### config.mk
export PLATFORM = sky130hd
export DESIGN_NAME = vga_scan_gen
export DESIGN_NICKNAME = d
export VERILOG_FILES = /design/src/rtl/vga_pkg.sv /design/src/rtl/vga_sprite_window.sv /design/src/rtl/vga_scan_gen.sv
export SDC_FILE = /design/constraint.sdc
export NUM_CORES = 1
export LEC_CHECK = 0
export ABC_AREA = 1
export CORE_ASPECT_RATIO = 1.2
export CORE_MARGIN = 4
export CORE_UTILIZATION = 29
export CTS_BUF_LIST = sky130_fd_sc_hd__clkbuf_4
export DETAILED_ROUTE_END_ITERATION = 10
export GPL_ROUTABILITY_DRIVEN = 0
export PLACE_DENSITY_LB_ADDON = 0.25
export SYNTH_ARGS = -nofsm -noshare
export SYNTH_HDL_FRONTEND = slang
export SYNTH_SLANG_ARGS = --single-unit
### constraint.sdc
create_clock -name vga_clk -period 3.4 [get_ports vga_clk]
set_input_delay 0.51 -clock vga_clk [delete_from_list [all_inputs] [get_ports vga_clk]]
set_output_delay 0.51 -clock vga_clk [all_outputs]
set_load 0.1 [all_outputs]
### src/rtl/vga_pkg.sv
// VGA 640x480@60 timing constants, sprite geometry and the registered output bundle.
// Latency: n/a (declarations only).
// Backpressure: n/a; the raster free-runs.
package vga_pkg;

    // Horizontal timing in pixel clocks
    localparam int H_VISIBLE    = 640;
    localparam int H_FRONT      = 16;
    localparam int H_SYNC       = 96;
    localparam int H_BACK       = 48;
    localparam int H_TOTAL      = H_VISIBLE + H_FRONT + H_SYNC + H_BACK;
    localparam int H_SYNC_START = H_VISIBLE + H_FRONT;
    localparam int H_SYNC_END   = H_SYNC_START + H_SYNC;

    // Vertical timing in lines
    localparam int V_VISIBLE    = 480;
    localparam int V_FRONT      = 10;
    localparam int V_SYNC       = 2;
    localparam int V_BACK       = 33;
    localparam int V_TOTAL      = V_VISIBLE + V_FRONT + V_SYNC + V_BACK;
    localparam int V_SYNC_START = V_VISIBLE + V_FRONT;
    localparam int V_SYNC_END   = V_SYNC_START + V_SYNC;

    // Sprite ROM geometry (both dimensions are powers of two)
    localparam int SPRITE_W      = 128;
    localparam int SPRITE_H      = 128;
    localparam int SPRITE_W_LOG2 = $clog2(SPRITE_W);
    localparam int SPRITE_H_LOG2 = $clog2(SPRITE_H);

    // Port / counter widths
    localparam int CNT_W      = 10;
    localparam int COL_W      = 10;
    localparam int ROW_W      = 9;
    localparam int ROM_ADDR_W = 14;

    // Everything the block drives, registered together so all outputs stay aligned
    typedef struct packed {
        logic [COL_W-1:0]      col;
        logic [ROW_W-1:0]      row;
        logic                  display_on;
        logic                  hsync;
        logic                  vsync;
        logic                  frame_start;
        logic                  sprite_hit;
        logic [ROM_ADDR_W-1:0] rom_addr;
    } scan_out_t;

    // Idle value: syncs are active-low, so they rest high
    function automatic scan_out_t scan_out_reset();
        scan_out_t v;
        v             = '0;
        v.hsync       = 1'b1;
        v.vsync       = 1'b1;
        return v;
    endfunction

endpackage

### src/rtl/vga_sprite_window.sv
// Sprite window: latches the sprite origin once per frame, tests the hit and forms the ROM address.
// Latency: combinational from counters; the origin latch updates at the start of vertical blanking.
// Backpressure: none; evaluated every pixel clock.
module vga_sprite_window
    import vga_pkg::CNT_W, vga_pkg::COL_W, vga_pkg::ROW_W, vga_pkg::ROM_ADDR_W;
#(
    parameter int V_VISIBLE = 480,
    parameter int SPRITE_W  = 128,
    parameter int SPRITE_H  = 128
) (
    input  logic                  i_clk,
    input  logic                  i_arst,
    input  logic [COL_W-1:0]      i_sprite_c,
    input  logic [ROW_W-1:0]      i_sprite_r,
    input  logic [CNT_W-1:0]      i_h_cnt,
    input  logic [CNT_W-1:0]      i_v_cnt,
    input  logic                  i_visible,
    output logic                  o_hit,
    output logic [ROM_ADDR_W-1:0] o_rom_addr
);

    localparam int SW_LOG2 = $clog2(SPRITE_W);
    localparam int SH_LOG2 = $clog2(SPRITE_H);

    logic [COL_W-1:0]   r_c;
    logic [ROW_W-1:0]   r_r;
    logic               w_latch;
    logic [10:0]        w_h_ext;
    logic [10:0]        w_v_ext;
    logic [10:0]        w_c_lo;
    logic [10:0]        w_c_hi;
    logic [10:0]        w_r_lo;
    logic [10:0]        w_r_hi;
    logic [SW_LOG2-1:0] w_dh;
    logic [SH_LOG2-1:0] w_dv;

    // First blanking line: the whole visible frame that follows sees one stable origin
    assign w_latch = (i_h_cnt == '0) && (i_v_cnt == CNT_W'(V_VISIBLE));

    // Hold the sprite origin for a full frame so the sprite cannot tear
    always_ff @(posedge i_clk or posedge i_arst) begin
        if (i_arst) begin
            r_c <= '0;
            r_r <= '0;
        end else if (w_latch) begin
            r_c <= i_sprite_c;
            r_r <= i_sprite_r;
        end
    end

    // 11-bit window bounds: origin + size - 1 never wraps, so off-screen parts just clip
    assign w_h_ext = {1'b0, i_h_cnt};
    assign w_v_ext = {1'b0, i_v_cnt};
    assign w_c_lo  = {1'b0, r_c};
    assign w_c_hi  = w_c_lo + 11'(SPRITE_W - 1);
    assign w_r_lo  = {2'b0, r_r};
    assign w_r_hi  = w_r_lo + 11'(SPRITE_H - 1);

    // Offsets inside the sprite; only the low bits matter because the window is a power of two
    assign w_dh = i_h_cnt[SW_LOG2-1:0] - r_c[SW_LOG2-1:0];
    assign w_dv = i_v_cnt[SH_LOG2-1:0] - r_r[SH_LOG2-1:0];

    // Hit test and row-major ROM address; address parks at 0 outside the window
    always_comb begin
        o_hit      = i_visible
                   && (w_h_ext >= w_c_lo) && (w_h_ext <= w_c_hi)
                   && (w_v_ext >= w_r_lo) && (w_v_ext <= w_r_hi);
        o_rom_addr = o_hit ? ROM_ADDR_W'({w_dv, w_dh}) : '0;
    end

endmodule

### src/rtl/vga_scan_gen.sv
// VGA raster generator: h/v counters, visible area, active-low syncs, frame pulse, sprite window.
// Latency: every output is registered, 1 clock behind the counters, all mutually aligned.
// Backpressure: none; free-runs with a fixed H_TOTAL*V_TOTAL frame period.
module vga_scan_gen
    import vga_pkg::CNT_W, vga_pkg::COL_W, vga_pkg::ROW_W, vga_pkg::ROM_ADDR_W,
           vga_pkg::scan_out_t, vga_pkg::scan_out_reset;
#(
    parameter int H_VISIBLE = vga_pkg::H_VISIBLE,
    parameter int H_FRONT   = vga_pkg::H_FRONT,
    parameter int H_SYNC    = vga_pkg::H_SYNC,
    parameter int H_BACK    = vga_pkg::H_BACK,
    parameter int V_VISIBLE = vga_pkg::V_VISIBLE,
    parameter int V_FRONT   = vga_pkg::V_FRONT,
    parameter int V_SYNC    = vga_pkg::V_SYNC,
    parameter int V_BACK    = vga_pkg::V_BACK,
    parameter int SPRITE_W  = vga_pkg::SPRITE_W,
    parameter int SPRITE_H  = vga_pkg::SPRITE_H
) (
    input  logic                  vga_clk,
    input  logic                  arst,
    input  logic [COL_W-1:0]      sprite_c,
    input  logic [ROW_W-1:0]      sprite_r,
    output logic [COL_W-1:0]      col,
    output logic [ROW_W-1:0]      row,
    output logic                  display_on,
    output logic                  hsync,
    output logic                  vsync,
    output logic                  frame_start,
    output logic                  sprite_hit,
    output logic [ROM_ADDR_W-1:0] rom_addr
);

    localparam int H_TOTAL      = H_VISIBLE + H_FRONT + H_SYNC + H_BACK;
    localparam int V_TOTAL      = V_VISIBLE + V_FRONT + V_SYNC + V_BACK;
    localparam int H_SYNC_START = H_VISIBLE + H_FRONT;
    localparam int H_SYNC_END   = H_SYNC_START + H_SYNC;
    localparam int V_SYNC_START = V_VISIBLE + V_FRONT;
    localparam int V_SYNC_END   = V_SYNC_START + V_SYNC;

    logic [CNT_W-1:0]      r_h_cnt;
    logic [CNT_W-1:0]      r_v_cnt;
    logic                  w_h_last;
    logic                  w_v_last;
    logic                  w_visible;
    logic                  w_hit;
    logic [ROM_ADDR_W-1:0] w_rom_addr;
    scan_out_t             w_next;
    scan_out_t             r_out;

    assign w_h_last  = (r_h_cnt == CNT_W'(H_TOTAL - 1));
    assign w_v_last  = (r_v_cnt == CNT_W'(V_TOTAL - 1));
    assign w_visible = (r_h_cnt < CNT_W'(H_VISIBLE)) && (r_v_cnt < CNT_W'(V_VISIBLE));

    // Raster position: h wraps every line, v advances on the h wrap and wraps per frame
    always_ff @(posedge vga_clk or posedge arst) begin
        if (arst) begin
            r_h_cnt <= '0;
            r_v_cnt <= '0;
        end else if (w_h_last) begin
            r_h_cnt <= '0;
            r_v_cnt <= w_v_last ? '0 : r_v_cnt + CNT_W'(1);
        end else begin
            r_h_cnt <= r_h_cnt + CNT_W'(1);
        end
    end

    vga_sprite_window #(
        .V_VISIBLE (V_VISIBLE),
        .SPRITE_W  (SPRITE_W),
        .SPRITE_H  (SPRITE_H)
    ) u_sprite (
        .i_clk      (vga_clk),
        .i_arst     (arst),
        .i_sprite_c (sprite_c),
        .i_sprite_r (sprite_r),
        .i_h_cnt    (r_h_cnt),
        .i_v_cnt    (r_v_cnt),
        .i_visible  (w_visible),
        .o_hit      (w_hit),
        .o_rom_addr (w_rom_addr)
    );

    // Decode the current counter state into the next output bundle
    always_comb begin
        w_next             = scan_out_reset();
        w_next.col         = w_visible ? r_h_cnt : '0;
        w_next.row         = w_visible ? r_v_cnt[ROW_W-1:0] : '0;
        w_next.display_on  = w_visible;
        w_next.hsync       = !((r_h_cnt >= CNT_W'(H_SYNC_START)) && (r_h_cnt < CNT_W'(H_SYNC_END)));
        w_next.vsync       = !((r_v_cnt >= CNT_W'(V_SYNC_START)) && (r_v_cnt < CNT_W'(V_SYNC_END)));
        w_next.frame_start = (r_h_cnt == '0) && (r_v_cnt == '0);
        w_next.sprite_hit  = w_hit;
        w_next.rom_addr    = w_rom_addr;
    end

    // Single register stage keeps every output (and the ROM address) on the same clock
    always_ff @(posedge vga_clk or posedge arst) begin
        if (arst) begin
            r_out <= scan_out_reset();
        end else begin
            r_out <= w_next;
        end
    end

    assign col         = r_out.col;
    assign row         = r_out.row;
    assign display_on  = r_out.display_on;
    assign hsync       = r_out.hsync;
    assign vsync       = r_out.vsync;
    assign frame_start = r_out.frame_start;
    assign sprite_hit  = r_out.sprite_hit;
    assign rom_addr    = r_out.rom_addr;

endmodule

**Word-level counts from Yosys, hierarchy flattened**

Cells that the tools add are included.

- Output and inout bits: 38
- Bits of input ports: 21
- Register bits after elaboration: 77
- Logic and storage cells: 49

- Add/sub/neg operators: 6
- Equal/unequal tests: 3
- Order comparisons: 10
- Reduce and logical (&&, ||, !) cells: 13
- Multiplexer cells: 5

Operator list:

| operator | count |
|---|---|
| two-way mux 10 bit | 3 |
| <= comparator 10 x 11 -> 1 bit | 2 |
| adder 10 x 1 -> 10 bit (second input constant) | 2 |
| equality test 10 bit (second input constant) | 2 |
| zero test 10 bit | 2 |
| less-than comparator 10 bit (second input constant) | 2 |
| less-than comparator 10 x 9 -> 1 bit (second input constant) | 2 |
| two-way mux 14 bit | 1 |
| subtractor 7 bit | 2 |
| adder 10 x 7 -> 11 bit (second input constant) | 1 |
| adder 9 x 7 -> 10 bit (second input constant) | 1 |
| equality test 10 x 9 -> 1 bit (second input constant) | 1 |
| >= comparator 10 bit | 1 |
| >= comparator 10 bit (second input constant) | 1 |
| >= comparator 10 x 9 -> 1 bit | 1 |
| >= comparator 10 x 9 -> 1 bit (second input constant) | 1 |
| logical AND 1 bit | 9 |
| two-way mux 9 bit | 1 |
| zero test 1 bit | 2 |

**Longest topological paths before layout**

- Word-level depth: 7
- Gate-level depth with buffers: 17

**Modules after synthesis**

From an unflattened synthesis, not the netlist that was laid out.

- Cells, all modules: 601
- Area, all modules: 5007.3 um^2

By module, submodules not included:

| module | sequential area each (um^2) | instances | cells each | area each (um^2) |
|---|---|---|---|---|
| vga_sprite_window | 475.5 | 1 | 372 | 2632.5 |
| vga_scan_gen | 1453.9 | 1 | 229 | 2374.8 |

**Worst setup path before layout**

OpenSTA, ideal clock, no wires.

- Path kind: register to register
- From: reg u_sprite.r_r[1]
- To: reg r_out, in the netlist rom_addr[11]
- Period minus slack after synthesis: 2.305 ns
- Stages on the path, launching flop included: 16
- Arrival time: 2.236 ns
- Library setup time: 0.069 ns
- Slack: 1.095 ns
- Buffers on the path: 1
- Required time: 3.331 ns
- Path through: dfrtp_1 > inv_1 > ha_1 > nand4_1 > o21ai_0 > xor2_1 > ha_1 > nand2_1 > nor2_1 > and2_1 > nand2_1 > nand3_1 > nand2_1 > nand4_4 > buf_6 > nor2_2

- Word-level cells in the longest chain between the ends: 4
- Elaborated cells between the ends (all ways): 7

Ends and longest elaborated chain:

| item | RTL line | RTL |
|---|---|---|
| start, declared | vga_sprite_window.sv:26 | `logic [ROW_W-1:0] r_r;` |
| start signal, assigned | vga_sprite_window.sv:47 | `r_r <= i_sprite_r;` |
| adder 9 x 7 -> 10 bit or >= comparator 10 x 9 -> 1 bit (tied branches) | vga_sprite_window.sv:57, vga_sprite_window.sv:67 |  |
| <= comparator 10 x 11 -> 1 bit or logical AND 1 bit (tied branches) | vga_sprite_window.sv:67 | `&& (w_v_ext >= w_r_lo) && (w_v_ext <= w_r_hi);` |
| logical AND 1 bit | vga_sprite_window.sv:67 |  |
| two-way mux 14 bit * | vga_sprite_window.sv:68 | `o_rom_addr = o_hit ? ROM_ADDR_W'({w_dv, w_dh}) : '0;` |
| net u_sprite.o_rom_addr[11] | vga_sprite_window.sv:19 | `output logic [ROM_ADDR_W-1:0] o_rom_addr` |
| end signal, assigned | vga_scan_gen.sv:99 | `r_out <= scan_out_reset();` |
| end signal, assigned | vga_scan_gen.sv:101 | `r_out <= w_next;` |
| end, declared | vga_scan_gen.sv:48 | `scan_out_t r_out;` |

The timed path passes the listed nets; every way through them passes the cells marked *.
A chain may end at the register's enable or synchronous reset.

**Final worst setup path**

- From: reg u_sprite.r_c[1]
- To: reg r_out, in the netlist rom_addr[3]

- Word-level cells in the longest chain between the ends: 6
- Elaborated cells between the ends (all ways): 9

Ends and longest elaborated chain:

| item | RTL line | RTL |
|---|---|---|
| start, declared | vga_sprite_window.sv:25 | `logic [COL_W-1:0] r_c;` |
| start signal, assigned | vga_sprite_window.sv:46 | `r_c <= i_sprite_c;` |
| adder 10 x 7 -> 11 bit or >= comparator 10 bit (tied branches) | vga_sprite_window.sv:55, vga_sprite_window.sv:66 |  |
| <= comparator 10 x 11 -> 1 bit or logical AND 1 bit (tied branches) | vga_sprite_window.sv:66 | `&& (w_h_ext >= w_c_lo) && (w_h_ext <= w_c_hi)` |
| logical AND 1 bit | vga_sprite_window.sv:66 |  |
| logical AND 1 bit (2 in series) | vga_sprite_window.sv:67 |  |
| two-way mux 14 bit * | vga_sprite_window.sv:68 |  |
| net u_sprite.o_rom_addr[3] | vga_sprite_window.sv:19 |  |

Marked as above.

==> results_dict.tcl <==
set metrics [dict create \
    startpoint_type "flop" \
    syn_nets 614 \
    grt_util_met1_pct 15.8 \
    grt_pass1_vias 3703 \
    num_vias 3619 \
    grt_usage_pct 12.1 \
    syn_to_final_growth_pct 21.1 \
    fin_ws_ns 0.708 \
    fin_crit_sh_pct 79.2 \
    cpLargestDelayFamily "simple AND/OR/NAND/NOR gates" \
    crit_start "u_sprite.r_c[1]" \
    synthFlopType "dfrtp_1" \
    ys_seq_elements 77 \
    die-area_um2 17900 \
    critPathKind "flop to flop" \
    maxCapViolCount 0 \
    ir_drop_mv 0.100 \
    power_leakage_uw 0.00299 \
    grt_max_degree 78 \
    fmax_mhz 371 \
    drt-pass1-iter-count 4 \
    max-slew-margin-rel_pct 34.0 \
    vias_per_cell 4.39 \
    hpwl_um 7700 \
    grt_antenna_before_repair 1 \
    path_depth 12 \
    tightest_slew_ns 0.987 \
    rr_startpoint "u_sprite.r_c[1]" \
    rsz0062_at_grt "false" \
    skew_ns 0.0171 \
    pre_cts_ws_ns 0.721 \
    cts_setup_buffers 0 \
    htreeDepth 3 \
    row_count 50 \
    seq_area_frac_synth_pct 42.1 \
    grt_overflow 0 \
    synthTopCellsByArea "dfrtp_1 (41%), ha_1 (12%), nand2_1 (8.3%)" \
    mostFrequentLayoutCells "nand2_1 (101), inv_1 (94), dfrtp_1 (75)" \
    grt_pass1_wl_um 17200 \
    run_status "completed" \
    worst_ep_arrival_time_ns 3.06 \
    synth_area_leader_cell "dfrtp_1" \
    ys_warn_count 0 \
    multi_input_comb_area_um2 2240 \
    cp-end-kind "flop" \
    cts_root_buffer "clkbuf_4" \
    period_minus_slack_ns 2.69 \
    start_util_pct 29.5 \
    drive_above_1_share_pct 6.83 \
    regArea_um2 1930 \
    clk_pin_slew_worst_paths_ns 0.12 \
    cts.sinks 77 \
    cts_tree "built" \
    required_ns 3.77 \
    synth_cells 546 \
    final_common_cell "nand2_1" \
    reg2reg_depth 12 \
    wl_per_cell_um 12.2 \
    critPathSlowestCell "dfrtp_1" \
    async_flop_share_pct 100 \
    worst-path-buf-inv 1 \
    fin_hold_ws_ns 0.455 \
    worst-path-max-fanout 15 \
    nNetsFinal 678 \
    core_area_um2 15600 \
    routed_wl_um 10100 \
    finalSetupViolCount 0 \
    crit_end "rom_addr[3]" \
    die_w_um 123 \
    ant_nets 0 \
    placedInstanceArea_um2 5400 \
    cts_resized 0 \
    fp.dieH_um 146 \
    hp-class "input port to asynchronous set/reset pin" \
    finalHoldViolCount 0 \
    drcViolationCount 0 \
    fillers 1601 \
    io_buffers 58 \
    cellPowerDensity_nw_per_um2 289 \
    grt.busiest_layer "met2" \
    reg2reg_slack_ns 0.71 \
    netlist.area_leader.share_pct 40.9 \
    pin_count 59 \
    synth_edf_count 0 \
    clk_latency_ns 0.45 \
    syn_area_um2 4590 \
    gr-usage-met3_pct 2.29 \
    fin_area_um2 5560 \
    r2r_end "rom_addr[3]" \
    ctsHoldBuffers 0 \
    cts_made_buffers 9 \
    yosysUniqueCellTypes 39 \
    drt-initial-drc-count 185 \
    setup-tns-final_ns 0 \
    maxSlewViolCount 0 \
    use_met2_pct 18.7 \
    cts_buffer_depth 2 \
    max_stage_delay_ns 0.40 \
    crit_chain "inv_1, nand3_1, nor4_1, nor3_1, xor2_1, ha_1, nand3_1, nor3b_1, nor2_1, nand2_1, nand4_4, nor2_1" \
    synth_area_per_cell_um2 8.40 \
]
## state kept, by name, indices dropped and copies added, names as in the netlist, 9 cells and up
register	flops
u_sprite.r_c	10
row	9
u_sprite.r_r	9
r_h_cnt	10
rom_addr	14
r_v_cnt	10
col	10
## worst min-delay path, stage by stage
cell and delay [ns]:
clkdlybuf4s50_1 0.41, inv_2 0.07, buf_12 0.33
## area by class of cell
type                    instances  area share [%]
clock inverters                 7            1.60
diodes                          1          0.0450
clock buffers                   9            1.22
repair buffers                 60            10.9
multi-input cells             364            40.2
well taps                     208            4.68
flip-flops and latches         77            34.7
inverters                      98            6.62
## logic make-up after synthesis
family          count (synthesis)  share of synthesized area [%]
fa+ha+maj                      47                           13.1
flops                          77                           42.1
xor+xnor                       30                           5.73
simple gates                  231                           22.9
buf+inv                       105                           9.22
compound gates                 56                           6.95
## metrics by stage
step | util (%) | power (uW) | cells
5_1_grt | 35.7 | 1670 | 824
6_report | 35.7 | 1610 | 824
3_5_place_dp | 34.7 | 983 | 807
3_3_place_gp | 34.7 | 983 | 807
4_1_cts | 35.7 | 1630 | 823
2_1_floorplan | - | 951 | 546
## cells in the mapped netlist, types with 2 or more instances
cell type    n
nand4_1     10
nand3_1     24
xnor2_1      6
inv_1       95
dfrtp_1     75
nor2_2       8
inv_2        2
nor4_1       3
buf_2        2
nor2_4       2
a21oi_1     21
nand2_1    101
o21ai_2      5
nor2_1      59
buf_6        3
o21ai_1      6
dfstp_2      2
nand3_2      2
ha_1        45
fa_1         2
a21o_1       2
nor3_1      14
o21ai_0     15
a31oi_1      4
xor2_1      24
## how the worst min path moves through the flow
stage               depth (start not counted)  slack [ns]         endpoint            start
floorplan                                   1        0.45       r_h_cnt[0]       r_h_cnt[0]
global placement                            1        0.47       r_h_cnt[0]       r_h_cnt[0]
detailed placement                          2        0.47  u_sprite.r_c[1]  u_sprite.r_c[1]
CTS                                         3        0.45       r_v_cnt[0]             arst
global route                                3        0.48  u_sprite.r_r[8]             arst
finish                                      3        0.46           row[8]             arst
## report_power, final
| group | switching, uW | internal (uW) | leakage (uW) |
|---|---|---|---|
| Combinational | 23.8 | 23.8 | 0.00197 |
| Clock | 347 | 295 | 0.0000830 |
| Sequential | 0 | 916 | 0.000940 |
| Total | 371 | 1230 | 0.00299 |
## routing by layer
metal,vias to the layer above,wire [um]
met1,1652,4720
li1,1867,-
met4,0,318
met2,80,4580
met3,20,467
met5,-,0
Note: power is estimated with default switching activity, not from simulation.
